==> src/rtl/ntt_dif_sequencer.sv <==
// Control sequencer for an in-place Gentleman-Sande DIF NTT: walks LOGN stages,
// issues butterfly read/twiddle addresses and the matching delayed write-backs.
module ntt_dif_sequencer #(
    parameter int LOGN  = 8,
    parameter int RDLAT = 1,
    parameter int BFLAT = 8
) (
    input  logic            clk,
    input  logic            reset,
    input  logic            start,
    output logic            busy,
    output logic            done,
    output logic [LOGN-1:0] stage,
    output logic            rd_valid,
    output logic [LOGN-1:0] rd_addr0,
    output logic [LOGN-1:0] rd_addr1,
    output logic [LOGN-2:0] tw_addr,
    output logic            bf_valid,
    output logic            wr_en,
    output logic [LOGN-1:0] wr_addr0,
    output logic [LOGN-1:0] wr_addr1
);
    localparam int PIPE = RDLAT + BFLAT;
    localparam int CW   = $clog2(PIPE + 1);
    localparam logic [LOGN-2:0] J_LAST = '1;
    localparam logic [LOGN-1:0] S_LAST = LOGN'(LOGN - 1);
    localparam logic [CW-1:0]   D_LAST = CW'(PIPE - 1);

    typedef enum logic [1:0] {IDLE, ISSUE, DRAIN, DONE} state_t;

    state_t          state_q, state_n;
    logic [LOGN-1:0] stage_q, stage_n;
    logic [LOGN-2:0] j_q, j_n;
    logic [CW-1:0]   cnt_q, cnt_n;

    always_ff @(posedge clk or negedge reset) begin
        if (!reset) begin
            state_q <= IDLE;
            stage_q <= '0;
            j_q     <= '0;
            cnt_q   <= '0;
        end else begin
            state_q <= state_n;
            stage_q <= stage_n;
            j_q     <= j_n;
            cnt_q   <= cnt_n;
        end
    end

    always_comb begin
        state_n = state_q;
        stage_n = stage_q;
        j_n     = j_q;
        cnt_n   = cnt_q;
        case (state_q)
            IDLE: if (start) begin
                state_n = ISSUE;
                stage_n = '0;
                j_n     = '0;
            end
            ISSUE: begin
                if (j_q == J_LAST) begin
                    state_n = DRAIN;
                    cnt_n   = '0;
                end else begin
                    j_n = j_q + 1'b1;
                end
            end
            DRAIN: begin
                if (cnt_q == D_LAST) begin
                    if (stage_q == S_LAST) begin
                        state_n = DONE;
                    end else begin
                        state_n = ISSUE;
                        stage_n = stage_q + 1'b1;
                        j_n     = '0;
                    end
                end else begin
                    cnt_n = cnt_q + 1'b1;
                end
            end
            DONE: begin
                state_n = IDLE;
                stage_n = '0;
            end
            default: state_n = IDLE;
        endcase
    end

    assign busy     = (state_q != IDLE);
    assign done     = (state_q == DONE);
    assign stage    = stage_q;
    assign rd_valid = (state_q == ISSUE);

    // Pair address = j with a zero bit inserted at position log2(len); the mask
    // selects the k field (len-1), so the group field is simply shifted up one.
    logic [LOGN-1:0] mask, jw, k, a0, twf;
    always_comb begin
        mask = ({LOGN{1'b1}} >> 1) >> stage_q;
        jw   = {1'b0, j_q};
        k    = jw & mask;
        a0   = ((jw & ~mask) << 1) | k;
        twf  = k << stage_q;
    end

    assign rd_addr0 = rd_valid ? a0 : '0;
    assign rd_addr1 = rd_valid ? (a0 + mask + 1'b1) : '0;
    assign tw_addr  = rd_valid ? twf[LOGN-2:0] : '0;

    logic [PIPE:1]           vld_pipe;
    logic [PIPE:1][LOGN-1:0] a0_pipe, a1_pipe;

    always_ff @(posedge clk or negedge reset) begin
        if (!reset) begin
            vld_pipe <= '0;
            a0_pipe  <= '0;
            a1_pipe  <= '0;
        end else begin
            vld_pipe[1] <= rd_valid;
            a0_pipe[1]  <= rd_addr0;
            a1_pipe[1]  <= rd_addr1;
            for (int i = 2; i <= PIPE; i++) begin
                vld_pipe[i] <= vld_pipe[i-1];
                a0_pipe[i]  <= a0_pipe[i-1];
                a1_pipe[i]  <= a1_pipe[i-1];
            end
        end
    end

    generate
        if (RDLAT == 0) begin : g_bf_comb
            assign bf_valid = rd_valid;
        end else begin : g_bf_pipe
            assign bf_valid = vld_pipe[RDLAT];
        end
    endgenerate

    assign wr_en    = vld_pipe[PIPE];
    assign wr_addr0 = a0_pipe[PIPE];
    assign wr_addr1 = a1_pipe[PIPE];
endmodule

==> config.mk <==
export PLATFORM = sky130hd
export DESIGN_NAME = ntt_dif_sequencer
export DESIGN_NICKNAME = d
export VERILOG_FILES = /design/src/rtl/ntt_dif_sequencer.sv
export SDC_FILE = /design/constraint.sdc
export NUM_CORES = 1
export LEC_CHECK = 0
export ABC_AREA = 1
export CAP_MARGIN = 20
export CORE_ASPECT_RATIO = 0.9
export CORE_MARGIN = 10
export CORE_UTILIZATION = 58
export CTS_BUF_LIST = sky130_fd_sc_hd__clkbuf_4
export CTS_CLUSTER_DIAMETER = 30
export DETAILED_ROUTE_END_ITERATION = 6
export DONT_BUFFER_PORTS = 1
export GPL_TIMING_DRIVEN = 0
export PLACE_DENSITY = 0.84
export SYNTH_ARGS = -nofsm -noshare
export SYNTH_HDL_FRONTEND = slang
export SYNTH_SLANG_ARGS = --single-unit
==> constraint.sdc <==
create_clock -name clk -period 2.6 [get_ports clk]
set_clock_uncertainty 0.05 [all_clocks]
set_input_delay 0.26 -clock clk [delete_from_list [all_inputs] [get_ports clk]]
set_output_delay 0.26 -clock clk [all_outputs]
set_load 0.01 [all_outputs]
==> impl_table.tex, run 1 <==
\begin{tabular}{lr}
\hline
Metric & Value \\
\hline
\multicolumn{2}{l}{\textbf{Run status}} \\
Run status & complete, but fails checks \\
Violated checks & negative hold slack, negative setup slack \\
\multicolumn{2}{l}{\textbf{Synth}} \\
Synth area leaders & sky130\_fd\_sc\_hd\_\_dfrtp\_1 72\%, sky130\_fd\_sc\_hd\_\_nand2\_1 3.5\%, sky130\_fd\_sc\_hd\_\_inv\_1 3.0\%, sky130\_fd\_sc\_hd\_\_ha\_1 2.9\%, sky130\_fd\_sc\_hd\_\_nor2\_1 2.1\% \\
Number of warnings printed during yosys synthesis & 0 \\
Synth Area per Inst & 12.67 um\^{}2 \\
Most repeated cell in the gate-level netlist after synthesis & sky130\_fd\_sc\_hd\_\_dfrtp\_1 \\
Area share of the largest cell type after synthesis & 0.7218 \\
Library cell occupying the most area in the post-synthesis netlist & sky130\_fd\_sc\_hd\_\_dfrtp\_1 \\
Number of enable flip-flop cells after synthesis & 0 \\
Syn Nets & approximately 500 \\
Share of synthesized area occupied by flip-flops and latches & 0.7218 \\
Proportion of register bits with asynchronous set or reset after synthesis & 1.000 \\
Post-synthesis cell type count & 38 \\
Post-synthesis register bit count & about 170 \\
Flip-flop cell with the highest count after synthesis & sky130\_fd\_sc\_hd\_\_dfrtp\_1 \\
Cell count after synthesis & roughly 480 \\
Most frequent cells after synthesis & 174 x sky130\_fd\_sc\_hd\_\_dfrtp\_1, 56 x sky130\_fd\_sc\_hd\_\_nand2\_1, 48 x sky130\_fd\_sc\_hd\_\_inv\_1 \\
Cell area after synthesis & 6032 um\^{}2 \\
\multicolumn{2}{l}{\textbf{Floorplan}} \\
Standard cell core area & a little over 10,000 um\^{}2 \\
Die W & 127.5 um \\
I/O pins & 55 \\
Initial core utilization & 0.5912 \\
Die outline area & approximately 15,000 um\^{}2 \\
Die extent in y & 116.7 um \\
Number of standard-cell rows in the floorplan & 35 \\
\multicolumn{2}{l}{\textbf{Power and ir drop}} \\
Leakage Power & between 3 and 4 nW \\
Power consumption & 6.919 mW \\
VDD IR max & slightly above 0.0006 V \\
Areal power density over the cells & about 980 nW/um\^{}2 \\
\multicolumn{2}{l}{\textbf{Clock tree}} \\
Clk buf depth & 2 \\
Deepest level of the CTS H-tree & 4 \\
Worst-Skew Late Latency & approximately 540 ps \\
Total number of clock tree sinks & 174 \\
CTS tree & done \\
Clk pin slew, worst setup/hold paths & approximately 150 ps \\
CTS Root Cell & sky130\_fd\_sc\_hd\_\_clkbuf\_4 \\
Number of buffers created by CTS & 17 \\
\multicolumn{2}{l}{\textbf{Worst setup path}} \\
Type of the worst setup path & reg2out \\
Highest net fanout along the worst path & 5 \\
Delay contributed by the slowest stage of the critical path & approximately 510 ps \\
Critical Path Source Type & flop \\
Worst EP arrival & 2800 ps \\
Most common cell type on the critical path & sky130\_fd\_sc\_hd\_\_nand2\_2 \\
Type of element capturing the critical path & output port \\
Cell at the slowest stage of the critical path & sky130\_fd\_sc\_hd\_\_dfrtp\_2 \\
Buffering stage count on the worst path with inverters included & 4 \\
Critical path cell sequence & nor2\_4 -> buf\_6 -> nand4\_1 -> nor2\_2 -> inv\_2 -> nand2\_2 -> inv\_2 -> fa\_2 -> inv\_4 -> nand2\_2 -> nand2\_2 -> o21ai\_2 -> a21oi\_2 \\
Data required time at the worst endpoint & around 2300 ps \\
Gate family responsible for the most delay along the worst path & simple AND/OR/NAND/NOR gates \\
\multicolumn{2}{l}{\textbf{Place}} \\
Port-buffer cells & 0 \\
Final HPWL DP & 6931 um \\
Weighted congestion at the end of routability-driven global placement & around 0.85 \\
Total placed cells including tap cells & between 600 and 700 \\
\multicolumn{2}{l}{\textbf{Drt}} \\
Via Count & 3,468 \\
Count of unresolved DRC violations after routing & 0 \\
Final WL & roughly 11,000 um \\
Initial detailed-routing violation count & between 200 and 250 \\
Number of nets with antenna violations after routing & 0 \\
Routed wire per std cell & 16.53 um \\
Avg Vias per Cell & $\sim$5.2 \\
DR pass1 iterations & 4 \\
\multicolumn{2}{l}{\textbf{STA}} \\
Count of pins over their slew limit & 0 \\
Period Utilization, post-route & 1.196 \\
Minimum setup slack in the final design & -508.5 ps \\
Final Hold Fails & around 170 \\
Fmax & roughly 320 MHz \\
Worst hold slack & -650.2 ps \\
Endpoints failing setup & 12 \\
Slew @ Worst Pin & roughly 390 ps \\
Headroom to the max-slew limit & 0.7368 \\
Minimum period implied by the final worst setup slack & between 3000 and 4000 ps \\
Setup repair after global routing missed its margin & yes \\
\multicolumn{2}{l}{\textbf{Global route}} \\
Tot GR Track Use & 0.1566 \\
Maximum number of pins on one net before global-route repair & 175 \\
Total grt overflow & 0 \\
Antenna violations before repair & 1 \\
Number of global-route vias before repair & 3,733 \\
Wire length of the first global-routing pass & between 15,000 and 20,000 um \\
\multicolumn{2}{l}{\textbf{Job}} \\
Max-cap check violation count & 0 \\
\multicolumn{2}{l}{\textbf{Finish}} \\
Final core area utilization & 0.6922 \\
Area grow syn2layout & 17.09\% \\
Number of filler instances in the final layout & about 700 \\
Proportion of layout cells with a drive suffix above 1 & 0.3628 \\
Number of nets at the end of the flow & around 540 \\
Count of non-filler cells in the finished layout & approximately 660 \\
\multicolumn{2}{l}{\textbf{Min path}} \\
Type of the most critical hold path & in2async \\
\hline
\end{tabular}
==> metrics by stage <==
step	hold slack (ps)	instance area, um^2	setup TNS, ps	worst slack [ps]
after floorplan	-85.59	6032	0	179.1
after global placement	-80.70	6193	-434.0	-140.4
after detailed placement	-80.66	6193	-628.2	-178.7
after CTS	-681.6	6902	-4089	-530.0
after global routing	-727.1	7063	-5493	-647.9
final	-650.2	7063	-3301	-508.5
==> state kept, by name, indices dropped and copies added (netlist names), 4 cells and up <==
register / count
a1_pipe: 64
j_q: 7
stage: 8
wr_addr1: 8
wr_addr0: 8
a0_pipe: 64
vld_pipe: 9
cnt_q: 4
==> power by group <==
group / total (mW) / internal (mW) / leakage [nW] / switching [mW]
clock network: 1.50 / 0.598 / 0.149 / 0.903
logic: 2.02 / 0.728 / 1.07 / 1.29
registers: 3.40 / 3.18 / 2.37 / 0.221
total: 6.92 / 4.50 / 3.59 / 2.42
==> placed cells by master (no fill, tap or decap), types with 3 or more instances in the layout <==
cell type and n:
sky130_fd_sc_hd__a21oi_1 12, sky130_fd_sc_hd__a21oi_2 10, sky130_fd_sc_hd__buf_2 3, sky130_fd_sc_hd__buf_4 38
sky130_fd_sc_hd__buf_6 5, sky130_fd_sc_hd__clkbuf_4 20, sky130_fd_sc_hd__dfrtp_1 166, sky130_fd_sc_hd__dfrtp_2 8
sky130_fd_sc_hd__ha_1 8, sky130_fd_sc_hd__ha_4 5, sky130_fd_sc_hd__inv_1 35, sky130_fd_sc_hd__inv_2 16
sky130_fd_sc_hd__inv_4 4, sky130_fd_sc_hd__inv_6 3, sky130_fd_sc_hd__nand2_1 41, sky130_fd_sc_hd__nand2_2 14
sky130_fd_sc_hd__nand2_4 9, sky130_fd_sc_hd__nand3_1 21, sky130_fd_sc_hd__nand3_2 4, sky130_fd_sc_hd__nand4_1 3
sky130_fd_sc_hd__nor2_1 23, sky130_fd_sc_hd__nor2_2 9, sky130_fd_sc_hd__nor2_4 13, sky130_fd_sc_hd__nor3_2 4
sky130_fd_sc_hd__o21ai_0 13, sky130_fd_sc_hd__o21ai_1 8, sky130_fd_sc_hd__o21ai_2 3, sky130_fd_sc_hd__o21ai_4 3
==> routing by layer <==
metal	track usage	wire length [um]
met1	0.1707	4095
met2	0.2562	5545
met3	0.07486	992
met4	0.07051	308
met5	0	0
==> what timing repair did <==
action	in CTS	in global routing
setup buffers	26	7
pin swaps	28	33
resized for setup	66	49
setup endpoints to repair	23	24
hold endpoints to repair	174	174
==> worst paths after layout <==
path | startpoint | to | slack, ps | depth (start not counted)
max in group asynchronous | reset | j_q[5]$_DFFE_PN0P_ | 2980 | 0
worst max-delay path | stage[4]$_DFFE_PN0P_ | rd_addr1[4] | -510 | 13
min in group clk | start | state_q[1]$_DFFE_PN0P_ | 100 | 4
worst max register to register | stage[4]$_DFFE_PN0P_ | a1_pipe[4]$_DFF_PN0_ | 190 | 13
worst min register to register | a1_pipe[9]$_DFF_PN0_ | a1_pipe[17]$_DFF_PN0_ | 290 | 0
worst min-delay path | reset | wr_addr0[0]$_DFF_PN0_ | -650 | 0
==> cells by family after synthesis <==
group,synth area share
AOI/OAI and AO/OA,0.06057
xor gates and xnor gates,0.002904
adders and majority gates,0.03236
buffers and inverters,0.06036
DFF,0.7218
and+or+nand+nor,0.1220
==> layout make-up <==
class	instances	area (um^2)	area share
inverters	55	216.5	0.03065
plain buffers	22	161.4	0.02285
clock inverters	12	135.1	0.01913
well taps	129	161.4	0.02285
multi-input cells	225	1677	0.2374
diodes	1	2.502	0.0003543
repair buffers	25	202.7	0.02870
flip-flops and latches	174	4364	0.6179
clock buffers	19	142.6	0.02019
Note: power is estimated with default switching activity, not from simulation.
==> run 2, diff against run 1 <==
--- a/config.mk
+++ b/config.mk
@@ -16,6 +16,7 @@
 export DONT_BUFFER_PORTS = 1
 export GPL_TIMING_DRIVEN = 0
 export PLACE_DENSITY = 0.84
+export SKIP_LAST_GASP = 1
 export SYNTH_ARGS = -nofsm -noshare
 export SYNTH_HDL_FRONTEND = slang
 export SYNTH_SLANG_ARGS = --single-unit
==> run 2 against run 1 <==
Effect of this change: the run still ends with negative hold slack, negative setup slack left; first-iteration DRC count is 14% higher; sequential share of layout area is 0.31 points lower; final cell count is 0.30% higher; clock-buffer cell count stayed put; global-route usage hardly changed; final area up 0.50%; flip-flop and latch count is the same.
==> impl_table.tex, run 2 (same netlist as run 1, synthesis figures left out) <==
\begin{tabular}{lr}
\hline
Metric & Value \\
\hline
\multicolumn{2}{l}{\textbf{Run status}} \\
Run status & complete, but fails checks (unchanged) \\
Violated checks & negative hold slack, negative setup slack (unchanged) \\
\multicolumn{2}{l}{\textbf{Finish}} \\
Number of nets at the end of the flow & 540 (was 538) \\
Proportion of layout cells with a drive suffix above 1 & 0.3727 (was 0.3628) \\
Count of non-filler cells in the finished layout & 664 (was 662) \\
Leading cell type in the layout, fill and taps excluded & sky130\_fd\_sc\_hd\_\_dfrtp\_1 (unchanged) \\
Commonest non-fill, non-tap cells in the layout & 166 x sky130\_fd\_sc\_hd\_\_dfrtp\_1, 39 x sky130\_fd\_sc\_hd\_\_nand2\_1, 38 x sky130\_fd\_sc\_hd\_\_buf\_4 (was 166 x sky130\_fd\_sc\_hd\_\_dfrtp\_1, 41 x sky130\_fd\_sc\_hd\_\_nand2\_1, 38 x sky130\_fd\_sc\_hd\_\_buf\_4) \\
Largest registers & a0\_pipe: 64 flops, a1\_pipe: 64 flops, vld\_pipe: 9 flops (unchanged) \\
Final core area utilization & 0.6956 (was 0.6922) \\
Final Instance Area & 7098 um\^{}2 (was 7063 um\^{}2) \\
Area grow syn2layout & 17.67\% (was 17.09\%) \\
\multicolumn{2}{l}{\textbf{STA}} \\
Fmax & 323.7 MHz (was 321.7 MHz) \\
Period Utilization, post-route & 1.188 (was 1.196) \\
Final Hold Fails & 174 (unchanged) \\
Endpoints failing setup & 13 (was 12) \\
Minimum period implied by the final worst setup slack & 3090 ps (was 3108 ps) \\
Worst hold slack & -638.9 ps (was -650.2 ps) \\
Count of pins over their slew limit & 0 (unchanged) \\
Setup repair after global routing missed its margin & yes (unchanged) \\
Headroom to the max-slew limit & 0.7408 (was 0.7368) \\
Slew @ Worst Pin & 388.8 ps (was 394.9 ps) \\
Minimum setup slack in the final design & -489.5 ps (was -508.5 ps) \\
\multicolumn{2}{l}{\textbf{Drt}} \\
Avg Vias per Cell & 5.265 (was 5.239) \\
Final WL & 11,030 um (was 10,940 um) \\
DR pass1 iterations & 6 (was 4) \\
Via Count & 3,496 (was 3,468) \\
Routed wire per std cell & 16.60 um (was 16.53 um) \\
Count of unresolved DRC violations after routing & 0 (unchanged) \\
Number of nets with antenna violations after routing & 0 (unchanged) \\
Initial detailed-routing violation count & 276 (was 242) \\
\multicolumn{2}{l}{\textbf{Global route}} \\
Antenna violations before repair & 1 (unchanged) \\
Number of global-route vias before repair & 3,716 (was 3,733) \\
Maximum number of pins on one net before global-route repair & 175 (unchanged) \\
Total grt overflow & 0 (unchanged) \\
Wire length of the first global-routing pass & 18,240 um (unchanged) \\
Tot GR Track Use & 0.1569 (was 0.1566) \\
\multicolumn{2}{l}{\textbf{Worst setup path}} \\
Cell at the slowest stage of the critical path & sky130\_fd\_sc\_hd\_\_dfrtp\_2 (unchanged) \\
Type of element capturing the critical path & output port (unchanged) \\
Critical R2R Launch & stage[4]\$\_DFFE\_PN0P\_ (unchanged) \\
Termination of the worst setup path & rd\_addr1[4] (unchanged) \\
Most common cell type on the critical path & sky130\_fd\_sc\_hd\_\_inv\_2 (was sky130\_fd\_sc\_hd\_\_nand2\_2) \\
Type of the worst setup path & reg2out (unchanged) \\
Worst EP arrival & 2780 ps (was 2800 ps) \\
CP startpoint & stage[4]\$\_DFFE\_PN0P\_ (unchanged) \\
Depth of the worst register-to-register path & 13 (unchanged) \\
Critical path cell sequence & nor2\_4 -> buf\_6 -> nand4\_1 -> nor2\_2 -> inv\_2 -> nand2\_4 -> inv\_2 -> fa\_2 -> inv\_2 -> nand2\_2 -> nand2\_2 -> o21ai\_1 -> a21oi\_2 (was nor2\_4 -> buf\_6 -> nand4\_1 -> nor2\_2 -> inv\_2 -> nand2\_2 -> inv\_2 -> fa\_2 -> inv\_4 -> nand2\_2 -> nand2\_2 -> o21ai\_2 -> a21oi\_2) \\
Delay contributed by the slowest stage of the critical path & 510 ps (about the same) \\
Reg-to-reg critical path endpoint & a1\_pipe[4]\$\_DFF\_PN0\_ (unchanged) \\
Critical Path Source Type & flop (unchanged) \\
Highest net fanout along the worst path & 5 (unchanged) \\
Slack of the worst reg-to-reg path & 200 ps (was 190 ps) \\
Data required time at the worst endpoint & 2290 ps (about the same) \\
\multicolumn{2}{l}{\textbf{Place}} \\
Port-buffer cells & 0 (unchanged) \\
Place WS & -178.7 ps (unchanged) \\
Area post-placement & 6193 um\^{}2 (unchanged) \\
Total placed cells including tap cells & 605 (unchanged) \\
Final HPWL DP & 6931 um (unchanged) \\
Weighted congestion at the end of routability-driven global placement & 0.8535 (unchanged) \\
\multicolumn{2}{l}{\textbf{Floorplan}} \\
Die outline area & 14,880 um\^{}2 (unchanged) \\
Die W & 127.5 um (unchanged) \\
Initial core utilization & 0.5912 (unchanged) \\
I/O pins & 55 (unchanged) \\
Die extent in y & 116.7 um (unchanged) \\
Standard cell core area & 10,200 um\^{}2 (unchanged) \\
Number of standard-cell rows in the floorplan & 35 (unchanged) \\
\multicolumn{2}{l}{\textbf{Clock tree}} \\
Worst-Skew Late Latency & 520 ps (was 540 ps) \\
Clk buf depth & 2 (unchanged) \\
Clk pin slew, worst setup/hold paths & 140 ps (was 150 ps) \\
CTS Root Cell & sky130\_fd\_sc\_hd\_\_clkbuf\_4 (unchanged) \\
Number of buffers created by CTS & 17 (unchanged) \\
CTS tree & done (unchanged) \\
Total number of clock tree sinks & 174 (unchanged) \\
Deepest level of the CTS H-tree & 4 (unchanged) \\
\multicolumn{2}{l}{\textbf{Power and ir drop}} \\
Areal power density over the cells & 977.2 nW/um\^{}2 (was 979.6 nW/um\^{}2) \\
Leakage Power & 3.591 nW (was 3.593 nW) \\
VDD IR max & 0.0006290 V (was 0.0006193 V) \\
\multicolumn{2}{l}{\textbf{Min path}} \\
Type of the most critical hold path & in2async (unchanged) \\
\multicolumn{2}{l}{\textbf{Job}} \\
Max-cap check violation count & 0 (unchanged) \\
\hline
\end{tabular}
==> run 2: routing by layer <==
layer,vias up,track usage,wire [um]
met5,-,0,0
met4,0,0.06823,329
met3,37,0.07441,989
met2,128,0.2576,5636
met1,1730,0.1716,4069
li1,1601,-,-
==> run 2: through the flow <==
step | power, mW | TNS, ps
floorplan | 4.566 | 0
global placement | 4.814 | -434.0
detailed placement | 4.938 | -628.2
CTS | 6.760 | -4239
global route | 7.366 | -5904
finish | 6.937 | -3183
==> run 2: cell type report <==
cell class	count	area, um^2
Antenna cell	1	2.502
Buffer	22	158.9
Clock buffer	19	142.6
Clock inverter	12	135.1
Fill cell	692	3105
Inverter	55	214.0
Multi-Input combinational cell	225	1694
Sequential cell	174	4364
Tap cell	129	161.4
Timing Repair Buffer	27	225.2
==> run 2: how the worst min path moves through the flow <==
| stage | end | from | depth (start not counted) |
|---|---|---|---|
| floorplan | a0_pipe[0]$_DFF_PN0_ | reset | 0 |
| global placement | vld_pipe[9]$_DFF_PN0_ | reset | 0 |
| detailed placement | wr_addr0[0]$_DFF_PN0_ | reset | 0 |
| CTS | a1_pipe[41]$_DFF_PN0_ | reset | 0 |
| global route | vld_pipe[5]$_DFF_PN0_ | reset | 0 |
| finish | vld_pipe[9]$_DFF_PN0_ | reset | 0 |
==> run 2: timing repair <==
item,in CTS,in global routing
hold endpoints to repair,174,174
endpoints found under the setup margin,23,27
gates resized for setup,63,58
setup buffers,26,9
pin swaps,27,37
==> run 2: worst max-delay path, delay by kind of cell, from the launching register on <==
family / cells / cell delay [ps]
AND/OR/NAND/NOR: 6 / 740
flip-flops: 1 / 510
adder cells (fa/ha/maj): 1 / 380
buffers and inverters: 4 / 360
AO/OA/AOI/OAI: 2 / 280
==> run 2: report_power, final <==
group | total (mW) | internal (mW) | switching [mW]
Clock | 1.49 | 0.598 | 0.895
Sequential | 3.40 | 3.18 | 0.221
Combinational | 2.05 | 0.734 | 1.31
==> run 3, diff against run 2 <==
--- a/config.mk
+++ b/config.mk
@@ -16,7 +16,7 @@
 export DONT_BUFFER_PORTS = 1
 export GPL_TIMING_DRIVEN = 0
 export PLACE_DENSITY = 0.84
-export SKIP_LAST_GASP = 1
+export RECOVER_POWER = 50
 export SYNTH_ARGS = -nofsm -noshare
 export SYNTH_HDL_FRONTEND = slang
 export SYNTH_SLANG_ARGS = --single-unit
==> constraint.sdc (replaced) <==
create_clock -name clk -period 3.38 [get_ports clk]
set_clock_uncertainty 0.05 [all_clocks]
set_input_delay 0.338 -clock clk [delete_from_list [all_inputs] [get_ports clk]]
set_output_delay 0.338 -clock clk [all_outputs]
set_load 0.01 [all_outputs]
==> run 3 against run 2 <==
Effect of this change: the run ends with negative hold slack left; worst hold slack improved by 81 ps; core utilization is 4.0 points lower; flip-flop and latch count unchanged; clock power down 23%; total power decreased by 27%; via count fell by 4.1%; sequential share of layout area increased by 3.8 points; non-clock buffer count down 18; sequential power is 23% lower; clock-buffer cell count unchanged; first-iteration DRC count is 4.0% higher; critical path depth increased by 2.
==> impl_table.tex, run 3 (same netlist as run 1, synthesis figures left out) <==
\begin{tabular}{lr}
\hline
Metric & Value \\
\hline
\multicolumn{2}{l}{\textbf{Drt}} \\
Routed length on met2 & 5043 um (was 5636 um) \\
Highest metal used & met4 (unchanged) \\
Count of unresolved DRC violations after routing & 0 (unchanged) \\
DR pass1 iterations & 5 (was 6) \\
Routed metal-1 wirelength & 4003 um (was 4069 um) \\
Via Count & 3,354 (was 3,496) \\
Avg Vias per Cell & 5.200 (was 5.265) \\
Final WL & 10,200 um (was 11,030 um) \\
Met3 wire length & 969 um (was 989 um) \\
Routed wire per std cell & 15.82 um (was 16.60 um) \\
Initial detailed-routing violation count & 287 (was 276) \\
Number of nets with antenna violations after routing & 0 (unchanged) \\
\multicolumn{2}{l}{\textbf{Finish}} \\
Largest registers & a0\_pipe: 64 flops, a1\_pipe: 64 flops, vld\_pipe: 9 flops (unchanged) \\
Number of nets at the end of the flow & 522 (was 540) \\
Commonest non-fill, non-tap cells in the layout & 166 x sky130\_fd\_sc\_hd\_\_dfrtp\_1, 51 x sky130\_fd\_sc\_hd\_\_nand2\_1, 46 x sky130\_fd\_sc\_hd\_\_inv\_1 (was 166 x sky130\_fd\_sc\_hd\_\_dfrtp\_1, 39 x sky130\_fd\_sc\_hd\_\_nand2\_1, 38 x sky130\_fd\_sc\_hd\_\_buf\_4) \\
Area grow syn2layout & 10.89\% (was 17.67\%) \\
Diode count & 0 (was 1) \\
Count of non-filler cells in the finished layout & 645 (was 664) \\
Proportion of layout cells with a drive suffix above 1 & 0.2481 (was 0.3727) \\
Final Instance Area & 6689 um\^{}2 (was 7098 um\^{}2) \\
Leading cell type in the layout, fill and taps excluded & sky130\_fd\_sc\_hd\_\_dfrtp\_1 (unchanged) \\
\multicolumn{2}{l}{\textbf{Worst setup path}} \\
Critical Path Source Type & flop (unchanged) \\
Type of element capturing the critical path & output port (unchanged) \\
Worst EP arrival & 2820 ps (was 2780 ps) \\
Highest net fanout along the worst path & 6 (was 5) \\
Type of the worst setup path & reg2out (unchanged) \\
Data required time at the worst endpoint & 2990 ps (was 2290 ps) \\
\multicolumn{2}{l}{\textbf{STA}} \\
Period Utilization, post-route & 0.9487 \\
Endpoints failing setup & 0 (was 13) \\
Slew @ Worst Pin & 576.0 ps (was 388.8 ps) \\
Fmax & a little over 300 MHz \\
Count of pins over their slew limit & 0 (unchanged) \\
Final Hold Fails & 174 (unchanged) \\
Minimum period implied by the final worst setup slack & approximately 3200 ps \\
Total Neg Setup Slack & 0 ps (was -3183 ps) \\
Headroom to the max-slew limit & 0.6130 (was 0.7408) \\
Worst hold slack & -558.1 ps (was -638.9 ps) \\
\multicolumn{2}{l}{\textbf{Place}} \\
Area post-placement & 6193 um\^{}2 (unchanged) \\
Port-buffer cells & 0 (unchanged) \\
Total placed cells including tap cells & 605 (unchanged) \\
Weighted congestion at the end of routability-driven global placement & 0.8535 (unchanged) \\
Final HPWL DP & 6931 um (unchanged) \\
\multicolumn{2}{l}{\textbf{Power and ir drop}} \\
Areal power density over the cells & 753.5 nW/um\^{}2 (was 977.2 nW/um\^{}2) \\
Leakage Power & 3.473 nW (was 3.591 nW) \\
VDD IR max & 0.0005094 V (was 0.0006290 V) \\
\multicolumn{2}{l}{\textbf{Floorplan}} \\
Number of standard-cell rows in the floorplan & 35 (unchanged) \\
Die extent in y & 116.7 um (unchanged) \\
I/O pins & 55 (unchanged) \\
Die outline area & 14,880 um\^{}2 (unchanged) \\
Standard cell core area & 10,200 um\^{}2 (unchanged) \\
Initial core utilization & 0.5912 (unchanged) \\
Die W & 127.5 um (unchanged) \\
\multicolumn{2}{l}{\textbf{Clock tree}} \\
Worst-Skew Late Latency & 520 ps (about the same) \\
CTS tree & done (unchanged) \\
CTS Root Cell & sky130\_fd\_sc\_hd\_\_clkbuf\_4 (unchanged) \\
Deepest level of the CTS H-tree & 4 (unchanged) \\
Total number of clock tree sinks & 174 (unchanged) \\
Clk buf depth & 2 (unchanged) \\
Clk pin slew, worst setup/hold paths & 140 ps (about the same) \\
Number of buffers created by CTS & 17 (unchanged) \\
\multicolumn{2}{l}{\textbf{Run status}} \\
Violated checks & negative hold slack (was negative hold slack, negative setup slack) \\
Run status & complete, but fails checks (unchanged) \\
\multicolumn{2}{l}{\textbf{Global route}} \\
Number of global-route vias before repair & 3,430 (was 3,716) \\
Wire length of the first global-routing pass & 16,870 um (was 18,240 um) \\
Maximum number of pins on one net before global-route repair & 175 (unchanged) \\
Tot GR Track Use & 0.1444 (was 0.1569) \\
Antenna violations before repair & 0 (was 1) \\
Total grt overflow & 0 (unchanged) \\
\multicolumn{2}{l}{\textbf{Min path}} \\
Type of the most critical hold path & in2async (unchanged) \\
\multicolumn{2}{l}{\textbf{Job}} \\
Max-cap check violation count & 0 (unchanged) \\
\hline
\end{tabular}
## run 3: repair_timing
item,CTS,global route
endpoints found under the hold margin,174,174
setup buffers,0,9
pin swaps,0,16
setup endpoints to repair,3,6
resized for setup,9,32
## run 3: through the flow
step | hold slack, ps | power, mW | worst slack, ps | util
final | -558.1 | 5.040 | 173.3 | 0.6555
after floorplan | -7.591 | 3.512 | 881.1 | -
after CTS | -603.6 | 4.950 | 15.56 | 0.6361
after global routing | -639.5 | 5.365 | -66.15 | 0.6555
after detailed placement | -2.663 | 3.799 | 523.3 | 0.6070
after global placement | -2.696 | 3.703 | 561.6 | 0.6070
## run 3: final timing paths
kind / from / end / slack (ps) / cells after the start
setup / recovery: stage[5]$_DFFE_PN0P_ / rd_addr1[6] / 170 / 15
hold / removal: reset / wr_addr0[0]$_DFF_PN0_ / -560 / 0
setup reg to reg: stage[5]$_DFFE_PN0P_ / a1_pipe[6]$_DFF_PN0_ / 930 / 15
hold reg to reg: a0_pipe[27]$_DFF_PN0_ / a0_pipe[35]$_DFF_PN0_ / 300 / 0
max in group asynchronous: reset / stage[1]$_DFFE_PN0P_ / 3660 / 0
min in group clk: start / state_q[1]$_DFFE_PN0P_ / 210 / 4
## run 3: cell type report
class                      instances  area, um^2
timing repair buffer               9       71.32
buffer                            22       157.7
tap                              129       161.4
sequential                       174        4364
clock inverter                    12       135.1
inverter                          55       209.0
fill                             753        3515
clock buffer                      19       142.6
multi-input combinational        225        1448
## run 3: worst max-delay path, stage by stage, from the launching register on
cell and delay (ps):
sky130_fd_sc_hd__dfrtp_2 500, sky130_fd_sc_hd__nor2_4 180, sky130_fd_sc_hd__nand2_4 90, sky130_fd_sc_hd__nor2_8 170, sky130_fd_sc_hd__inv_4 60, sky130_fd_sc_hd__nor2_4 140, sky130_fd_sc_hd__inv_2 60, sky130_fd_sc_hd__nor2_4 100
sky130_fd_sc_hd__inv_1 60, sky130_fd_sc_hd__nand2_2 70, sky130_fd_sc_hd__ha_4 220, sky130_fd_sc_hd__a21oi_1 150, sky130_fd_sc_hd__a21boi_2 220, sky130_fd_sc_hd__nand3_1 100, sky130_fd_sc_hd__nand2_1 110, sky130_fd_sc_hd__nor2_4 60
## run 3: layer usage
layer  global-route usage  up-vias
met5                    0        -
met1               0.1654     1646
li1                     -     1550
met2               0.2326      135
met4              0.05307        0
met3              0.06851       23
## run 3: power breakdown
part	switching, mW	total, mW	leakage [nW]	internal, mW
Combinational	0.845	1.28	0.950	0.438
Sequential	0.164	2.61	2.37	2.44
Clock	0.689	1.15	0.149	0.460
